## config.mk

```make
export PLATFORM = sky130hd
export DESIGN_NAME = rat_int_ctrl
export DESIGN_NICKNAME = d
export VERILOG_FILES = /design/src/rtl/rat_int_pkg.sv /design/src/rtl/rat_int_prio_enc.sv /design/src/rtl/rat_int_ctrl.sv
export SDC_FILE = /design/constraint.sdc
export NUM_CORES = 1
export LEC_CHECK = 0
export ABC_CLOCK_PERIOD_IN_PS = 3930
export CORE_UTILIZATION = 62
export CTS_BUF_LIST = sky130_fd_sc_hd__clkbuf_4 sky130_fd_sc_hd__clkbuf_8 sky130_fd_sc_hd__clkbuf_16
export DETAILED_ROUTE_END_ITERATION = 12
export DONT_BUFFER_PORTS = 1
export GPL_ROUTABILITY_DRIVEN = 1
export PLACE_DENSITY = 0.84
export RECOVER_POWER = 25
export SYNTH_ARGS = -nofsm -noshare
export SYNTH_HDL_FRONTEND = slang
export SYNTH_HIERARCHICAL = 1
export SYNTH_SLANG_ARGS = --single-unit
```

## constraint.sdc

```tcl
create_clock -name CLK -period 3.93 [get_ports CLK]
set_clock_uncertainty 0.15 [all_clocks]
set_input_delay 0.5895 -clock CLK [delete_from_list [all_inputs] [get_ports CLK]]
set_output_delay 0.5895 -clock CLK [all_outputs]
set_load 0.1 [all_outputs]
```

## src/rtl/rat_int_pkg.sv

```systemverilog
// Shared definitions for the RAT interrupt controller.
//   int_state_t      : controller FSM states (idle / request / in service)
//   DEF_*_PORT       : default I/O port addresses of the mask, pending and ID registers
package rat_int_pkg;

   typedef enum logic [1:0] {
      ST_IDLE,
      ST_REQ,
      ST_SERVICE
   } int_state_t;

   localparam logic [7:0] DEF_MASK_PORT = 8'h20;
   localparam logic [7:0] DEF_PEND_PORT = 8'h21;
   localparam logic [7:0] DEF_ID_PORT   = 8'h22;

endpackage

```

## src/rtl/rat_int_prio_enc.sv

```systemverilog
// Combinational priority encoder used to pick the winning interrupt source.
// The search starts at index ptr and wraps modulo N; with ptr tied to 0 this
// is a plain lowest-index-wins encoder.
//   vec   in  N  request vector
//   ptr   in  3  index the search starts from (must be < N)
//   valid out 1  at least one bit of vec is set
//   idx   out 3  index of the first set bit found
module rat_int_prio_enc #(
   parameter int unsigned N = 8
) (
   input  logic [N-1:0] vec,
   input  logic [2:0]   ptr,
   output logic         valid,
   output logic [2:0]   idx
);

   localparam int unsigned IW = (N > 1) ? $clog2(N) : 1;

   always_comb begin
      int unsigned j;
      logic [IW-1:0] sel;
      valid = 1'b0;
      idx   = '0;
      j     = 0;
      sel   = '0;
      for (int unsigned i = 0; i < N; i++) begin
         j   = (32'(ptr) + i) % N;
         sel = IW'(j);
         if (!valid && vec[sel]) begin
            valid = 1'b1;
            idx   = 3'(j);
         end
      end
   end

endmodule

```

## src/rtl/rat_int_ctrl.sv

```systemverilog
// Interrupt controller for the RAT CPU.
// Latches rising edges of the IRQ lines as pending, masks them, raises INT to
// the control unit, records the winning source on INT_ACK and waits for
// INT_DONE. Mask / pending / current-ID registers are readable on the I/O bus;
// mask is writable, pending is write-1-to-clear.
// Build option: define RAT_INT_ROTATE_EN for round-robin source selection;
// otherwise fixed priority (lowest index wins).
//   CLK      in  1        system clock
//   RESET    in  1        synchronous active-high reset
//   IRQ      in  NUM_SRC  asynchronous rising-edge interrupt sources
//   I_FLAG   in  1        CU interrupt-enable flag
//   INT_ACK  in  1        CU entered its interrupt cycle (pulse)
//   INT_DONE in  1        CU executed RETIE/RETID (pulse)
//   PORT_ID  in  8        I/O port address
//   OUT_PORT in  8        I/O write data
//   IO_STRB  in  1        I/O write strobe
//   INT      out 1        registered interrupt request to the CU
//   RD_DATA  out 8        read data for PORT_ID, 0 when no register matches
//   RD_HIT   out 1        PORT_ID addresses one of the three registers
module rat_int_ctrl
   import rat_int_pkg::*;
#(
   parameter int unsigned NUM_SRC   = 8,
   parameter logic [7:0]  MASK_PORT = DEF_MASK_PORT,
   parameter logic [7:0]  PEND_PORT = DEF_PEND_PORT,
   parameter logic [7:0]  ID_PORT   = DEF_ID_PORT
) (
   input  logic               CLK,
   input  logic               RESET,
   input  logic [NUM_SRC-1:0] IRQ,
   input  logic               I_FLAG,
   input  logic               INT_ACK,
   input  logic               INT_DONE,
   input  logic [7:0]         PORT_ID,
   input  logic [7:0]         OUT_PORT,
   input  logic               IO_STRB,
   output logic               INT,
   output logic [7:0]         RD_DATA,
   output logic               RD_HIT
);

   int_state_t         state, state_nxt;
   logic [NUM_SRC-1:0] sync1, sync2, sync3;
   logic [NUM_SRC-1:0] mask, pending;
   logic [NUM_SRC-1:0] edge_vec, req_vec, w1c_clr, ack_clr;
   logic [2:0]         cur_id;
   logic [2:0]         ptr;
   logic               win_valid;
   logic [2:0]         win_idx;
   logic               wr_mask, wr_pend;
   logic               ack_take;

   assign wr_mask  = IO_STRB && (PORT_ID == MASK_PORT);
   assign wr_pend  = IO_STRB && (PORT_ID == PEND_PORT);
   assign edge_vec = sync2 & ~sync3;
   assign req_vec  = pending & mask;
   assign w1c_clr  = wr_pend ? OUT_PORT[NUM_SRC-1:0] : '0;

   rat_int_prio_enc #(.N(NUM_SRC)) u_prio_enc (
      .vec   (req_vec),
      .ptr   (ptr),
      .valid (win_valid),
      .idx   (win_idx)
   );

`ifdef RAT_INT_ROTATE_EN
   always_ff @(posedge CLK) begin
      if (RESET)
         ptr <= '0;
      else if (ack_take)
         ptr <= (win_idx == 3'(NUM_SRC - 1)) ? 3'd0 : win_idx + 3'd1;
   end
`else
   assign ptr = '0;
`endif

   // Synchronizer plus edge-detect flop.
   always_ff @(posedge CLK) begin
      if (RESET) begin
         sync1 <= '0;
         sync2 <= '0;
         sync3 <= '0;
      end else begin
         sync1 <= IRQ;
         sync2 <= sync1;
         sync3 <= sync2;
      end
   end

   always_ff @(posedge CLK) begin
      if (RESET) begin
         state   <= ST_IDLE;
         INT     <= 1'b0;
         mask    <= '0;
         pending <= '0;
         cur_id  <= '0;
      end else begin
         state   <= state_nxt;
         INT     <= (state_nxt == ST_REQ);
         // Clears are applied before the OR so a new edge in the same cycle survives.
         pending <= (pending & ~w1c_clr & ~ack_clr) | edge_vec;
         if (wr_mask)
            mask <= OUT_PORT[NUM_SRC-1:0];
         if (ack_take)
            cur_id <= win_idx;
      end
   end

   always_comb begin
      state_nxt = state;
      ack_take  = 1'b0;
      case (state)
         ST_IDLE: begin
            if ((|req_vec) && I_FLAG)
               state_nxt = ST_REQ;
         end
         ST_REQ: begin
            if (INT_ACK) begin
               state_nxt = ST_SERVICE;
               ack_take  = win_valid;
            end else if (!I_FLAG || (req_vec == '0)) begin
               state_nxt = ST_IDLE;
            end
         end
         ST_SERVICE: begin
            if (INT_DONE)
               state_nxt = ST_IDLE;
         end
         default: state_nxt = ST_IDLE;
      endcase
   end

   always_comb begin
      ack_clr = '0;
      for (int unsigned i = 0; i < NUM_SRC; i++)
         ack_clr[i] = ack_take && (win_idx == 3'(i));
   end

   always_comb begin
      RD_DATA = '0;
      RD_HIT  = 1'b0;
      if (PORT_ID == MASK_PORT) begin
         RD_HIT  = 1'b1;
         RD_DATA = 8'(mask);
      end else if (PORT_ID == PEND_PORT) begin
         RD_HIT  = 1'b1;
         RD_DATA = 8'(pending);
      end else if (PORT_ID == ID_PORT) begin
         RD_HIT  = 1'b1;
         RD_DATA = {(state == ST_SERVICE), 4'b0000, cur_id};
      end
   end

endmodule

```

==> flow_summary_export.csv, run 1 <==
group,metric,value,unit
status,status,"finished, final reports clean",
grt,grt-ovfl-total,0,
floorplanning,coreArea,4723,sq um
placed_design,port_buffers,0,
floorplanning,start_util,0.6405,
setup_path,cp-end-kind,"flip-flop",
grt,grt_pass1_vias,2419,
yosys,synth_area_leaders,"dfxtp_1 (30%), mux2i_1 (7.9%), mux4_2 (7.4%), nand2_1 (5.2%), nor2b_1 (5.2%)",
grt,top_usage_layer,"met2",
grt,use_met3,0.04923,
grt,grt_max_degree,30,
yosys,synth-seq-area-share,0.3044,
clock_tree,clock-sinks,46,
route,first_pass_iters,4,
route,drt-initial-drc-count,304,
power_and_ir_drop,p_per_area,262.9,nW/um^2
grt,antenna_found_initial,0,
timing,min_period,3.373,ns
route,antenna_left,0,
timing,holdWs,0.2082,ns
yosys,synth_cell_types,64,
yosys,syn_inst,333,
setup_path,regToRegSetupSlack,0.56,ns
yosys,synthAdderAreaFrac,0.008271,
yosys,netlist_area,3025,sq um
clock_tree,htreeDepth,2,
layout,final_util,0.6901,
yosys,asyncSetResetFlopFracSynth,0,
timing,hold_viol_final,0,
setup_path,crit_path_start,"pending[5]",
floorplanning,die_y,71.86,um
placed_design,place_ws,0.5993,ns
grt,grt_use_met1,0.3232,
hold_path,hold_path_class,"in -> reg",
layout,nNetsFinal,364,
setup_path,timing_worst_setup_path_type,"reg -> reg",
flow_run,drv_cap,0,
setup_path,path_cells,"and2_1 > mux4_2 > mux2_4 > or2_1 > o311a_1 > a31oi_1 > nand2_1 > o311ai_0 > o2bb2ai_1",
grt,track_usage,0.2799,
timing,setup_viol,0,
clock_tree,clock_path_buffers,2,
timing,slew-limit-headroom,0.3808,
timing,final-max-slew-violation-count,0,
yosys,synth-edff-count,0,
floorplanning,die_w,71.86,um
layout,n_antenna_cell,0,
yosys,synth-compound-area-share,0.1460,
power_and_ir_drop,vdd_ir_drop_max,0.3135,mV
power_and_ir_drop,p_leak,1.209,nW
timing,worst_slack,0.5573,ns
yosys,synth-main-ff-cell,"dfxtp_1",
layout,syn2layout_area_growth,7.734,%
yosys,muxShareOfSynthArea,0.2258,
clock_tree,clkLatencyLatePin,0.30,ns
timing,rsz0062_at_grt,"false",
yosys,synthSimpleGateAreaFrac,0.2423,
clock_tree,hold_buffers,0,
placed_design,hpwl,4995,um
clock_tree,cts_root_buffer,"clkbuf_8",
floorplanning,ios,40,
setup_path,crit_fanout,10,
timing,finalCritPeriodShare,0.8582,
setup_path,cp-start-kind,"flip-flop",
clock_tree,clk_pin_slew_worst_paths,0.08,ns
clock_tree,post_cts_buffers,0,
setup_path,slowest_delay,0.55,ns
floorplanning,fp-row-count,25,
yosys,synth_top_area_share,0.3044,
yosys,syn_area_per_cell,9.085,sq um
layout,layout-drive-gt1-share,0.1566,
grt,grt_pass1_wl,11170,um
yosys,yosysTopAreaCell,"dfxtp_1",
clock_tree,cts_resized,0,
floorplanning,dieArea,5163,sq um
timing,worstMarginPinSlew,0.9276,ns
hold_path,hp-start,"RESET",
route,vias_per_cell,6.236,
yosys,yosysWarningCount,6,
layout,nFillCells,367,
yosys,yosys.area_share.xor_xnor,0.008685,
yosys,synth_seq_cells,46,
yosys,synth_top_family_by_area,"simple AND/OR/NAND/NOR gates",
placed_design,place.gp.congestion,0.9186,
setup_path,critPathArrivalTime,3.40,ns
clock_tree,cts_buffers,5,
timing,fmax,0.2965,GHz
setup_path,timing.rr.start,"pending[5]",
setup_path,crit_slowest_cell,"mux4_2",
route,avgRoutedWirePerCell,17.26,um
grt,grt_use_met2,0.5073,
route,drcViolationCount,0,
route,route.vias.total,2488,
route,routed_wl,6886,um
clock_tree,cts_tree,"built",
setup_path,worst_ep_required_time,3.96,ns
report_power, final:
group / internal, mW / total (mW) / switching (mW)
Sequential: 0.480 / 0.486 / 0.00588
Combinational: 0.0428 / 0.101 / 0.0582
Clock: 0.119 / 0.270 / 0.150
Total: 0.643 / 0.857 / 0.214
cells in the final DEF, fill, tap and decap left out, drive strengths merged, types with 3 or more instances in the layout:
master,n
inv,16
or2,3
a21oi,11
nand2,42
mux2,5
mux4,15
clkinv,3
and3,4
conb,6
dfxtp,46
a2bb2oi,3
nand3b,4
nor3,6
o2bb2ai,5
o211ai,4
o21ai,9
a21o,3
o311ai,4
buf,6
nor2,17
and2,8
mux2i,25
nor2b,25
clkbuf,9
nand2b,6
nor4,13
stage by stage:
stage / std cells / setup TNS, ns / power, mW / area (sq um)
detailed placement: 392 / 0 / 0.5899 / 3181
global placement: 392 / 0 / 0.5879 / 3181
floorplan: 338 / -2.620 / 0.5946 / 3044
finish: 399 / 0 / 0.8569 / 3259
global route: 399 / 0 / 0.8896 / 3259
CTS: 399 / 0 / 0.8551 / 3259
per-layer routing:
metal	wire, um	vias to the layer above	share of wire
met5	0	-	0
met4	172	0	0.025
met3	371	20	0.054
met2	3587	84	0.52
met1	2754	1186	0.40
li1	-	1198	-
kinds of logic after synthesis:
logic type	Yosys count
AOI/OAI and AO/OA	60
and+or+nand+nor	136
DFF	46
muxes	45
xor gates and xnor gates	3
adders and majority gates	2
other	1
buffers and inverters	40
sequential cells by signal, indices dropped and copies added, names as in the netlist:
signal   cells
pending      8
INT          1
sync3        8
cur_id       3
sync1        8
mask         8
sync2        8
state        2
worst max-delay path, delay by kind of cell (launching register included):
family | cells | cell delay, ns
AO/OA/AOI/OAI | 4 | 1.29
flip-flops | 1 | 0.33
AND/OR/NAND/NOR | 3 | 0.64
multiplexers | 2 | 0.87
Yosys cell counts, types with 2 or more instances:
| library cell | count |
|---|---|
| dfxtp_1 | 46 |
| nand2_1 | 42 |
| nor2b_1 | 25 |
| mux2i_1 | 24 |
| nor2_1 | 17 |
| inv_1 | 15 |
| nor4_1 | 12 |
| a21oi_1 | 11 |
| clkbuf_1 | 11 |
| mux4_2 | 10 |
| and2_1 | 8 |
| o21ai_0 | 7 |
| buf_2 | 6 |
| nand2b_1 | 6 |
| mux4_1 | 5 |
| nor3_1 | 5 |
| o2bb2ai_1 | 5 |
| nand3b_1 | 4 |
| o211ai_1 | 4 |
| a21o_1 | 3 |
| a2bb2oi_1 | 3 |
| and3_1 | 3 |
| buf_6 | 3 |
| mux2_2 | 3 |
| o311ai_0 | 3 |
| a2111oi_0 | 2 |
| a211oi_1 | 2 |
| a22oi_1 | 2 |
| a31oi_1 | 2 |
| buf_1 | 2 |
| ha_1 | 2 |
| mux2_4 | 2 |
| nand3_1 | 2 |
| nor4b_1 | 2 |
| o311a_1 | 2 |
| o32ai_1 | 2 |
| or2_2 | 2 |
| xor2_1 | 2 |
final timing paths:
check | endpoint | cells after the start
max | pending[6] | 9
min | state[1] | 1
max reg2reg | pending[6] | 9
min reg2reg | pending[2] | 1
final cells by class:
| cell class | count | area (sq um) | area share |
|---|---|---|---|
| Clock inverter | 2 | 10.01 | 0.003071 |
| Timing Repair Buffer | 10 | 145.1 | 0.04453 |
| Sequential cell | 46 | 920.9 | 0.2825 |
| Tap cell | 67 | 83.83 | 0.02572 |
| Clock buffer | 5 | 68.82 | 0.02111 |
| Inverter | 17 | 63.81 | 0.01958 |
| Multi-Input combinational cell | 252 | 1967 | 0.6035 |
(Power assumes the default switching activity.)
==> inputs of run 2 (changes only) <==
--- a/config.mk
+++ b/config.mk
@@ -13,6 +13,7 @@
 export GPL_ROUTABILITY_DRIVEN = 1
 export PLACE_DENSITY = 0.84
 export RECOVER_POWER = 25
+export SLEW_MARGIN = 20
 export SYNTH_ARGS = -nofsm -noshare
 export SYNTH_HDL_FRONTEND = slang
 export SYNTH_HIERARCHICAL = 1
==> results of run 2 <==
The final DEF is identical to that of run 1; final timing and power are the same.
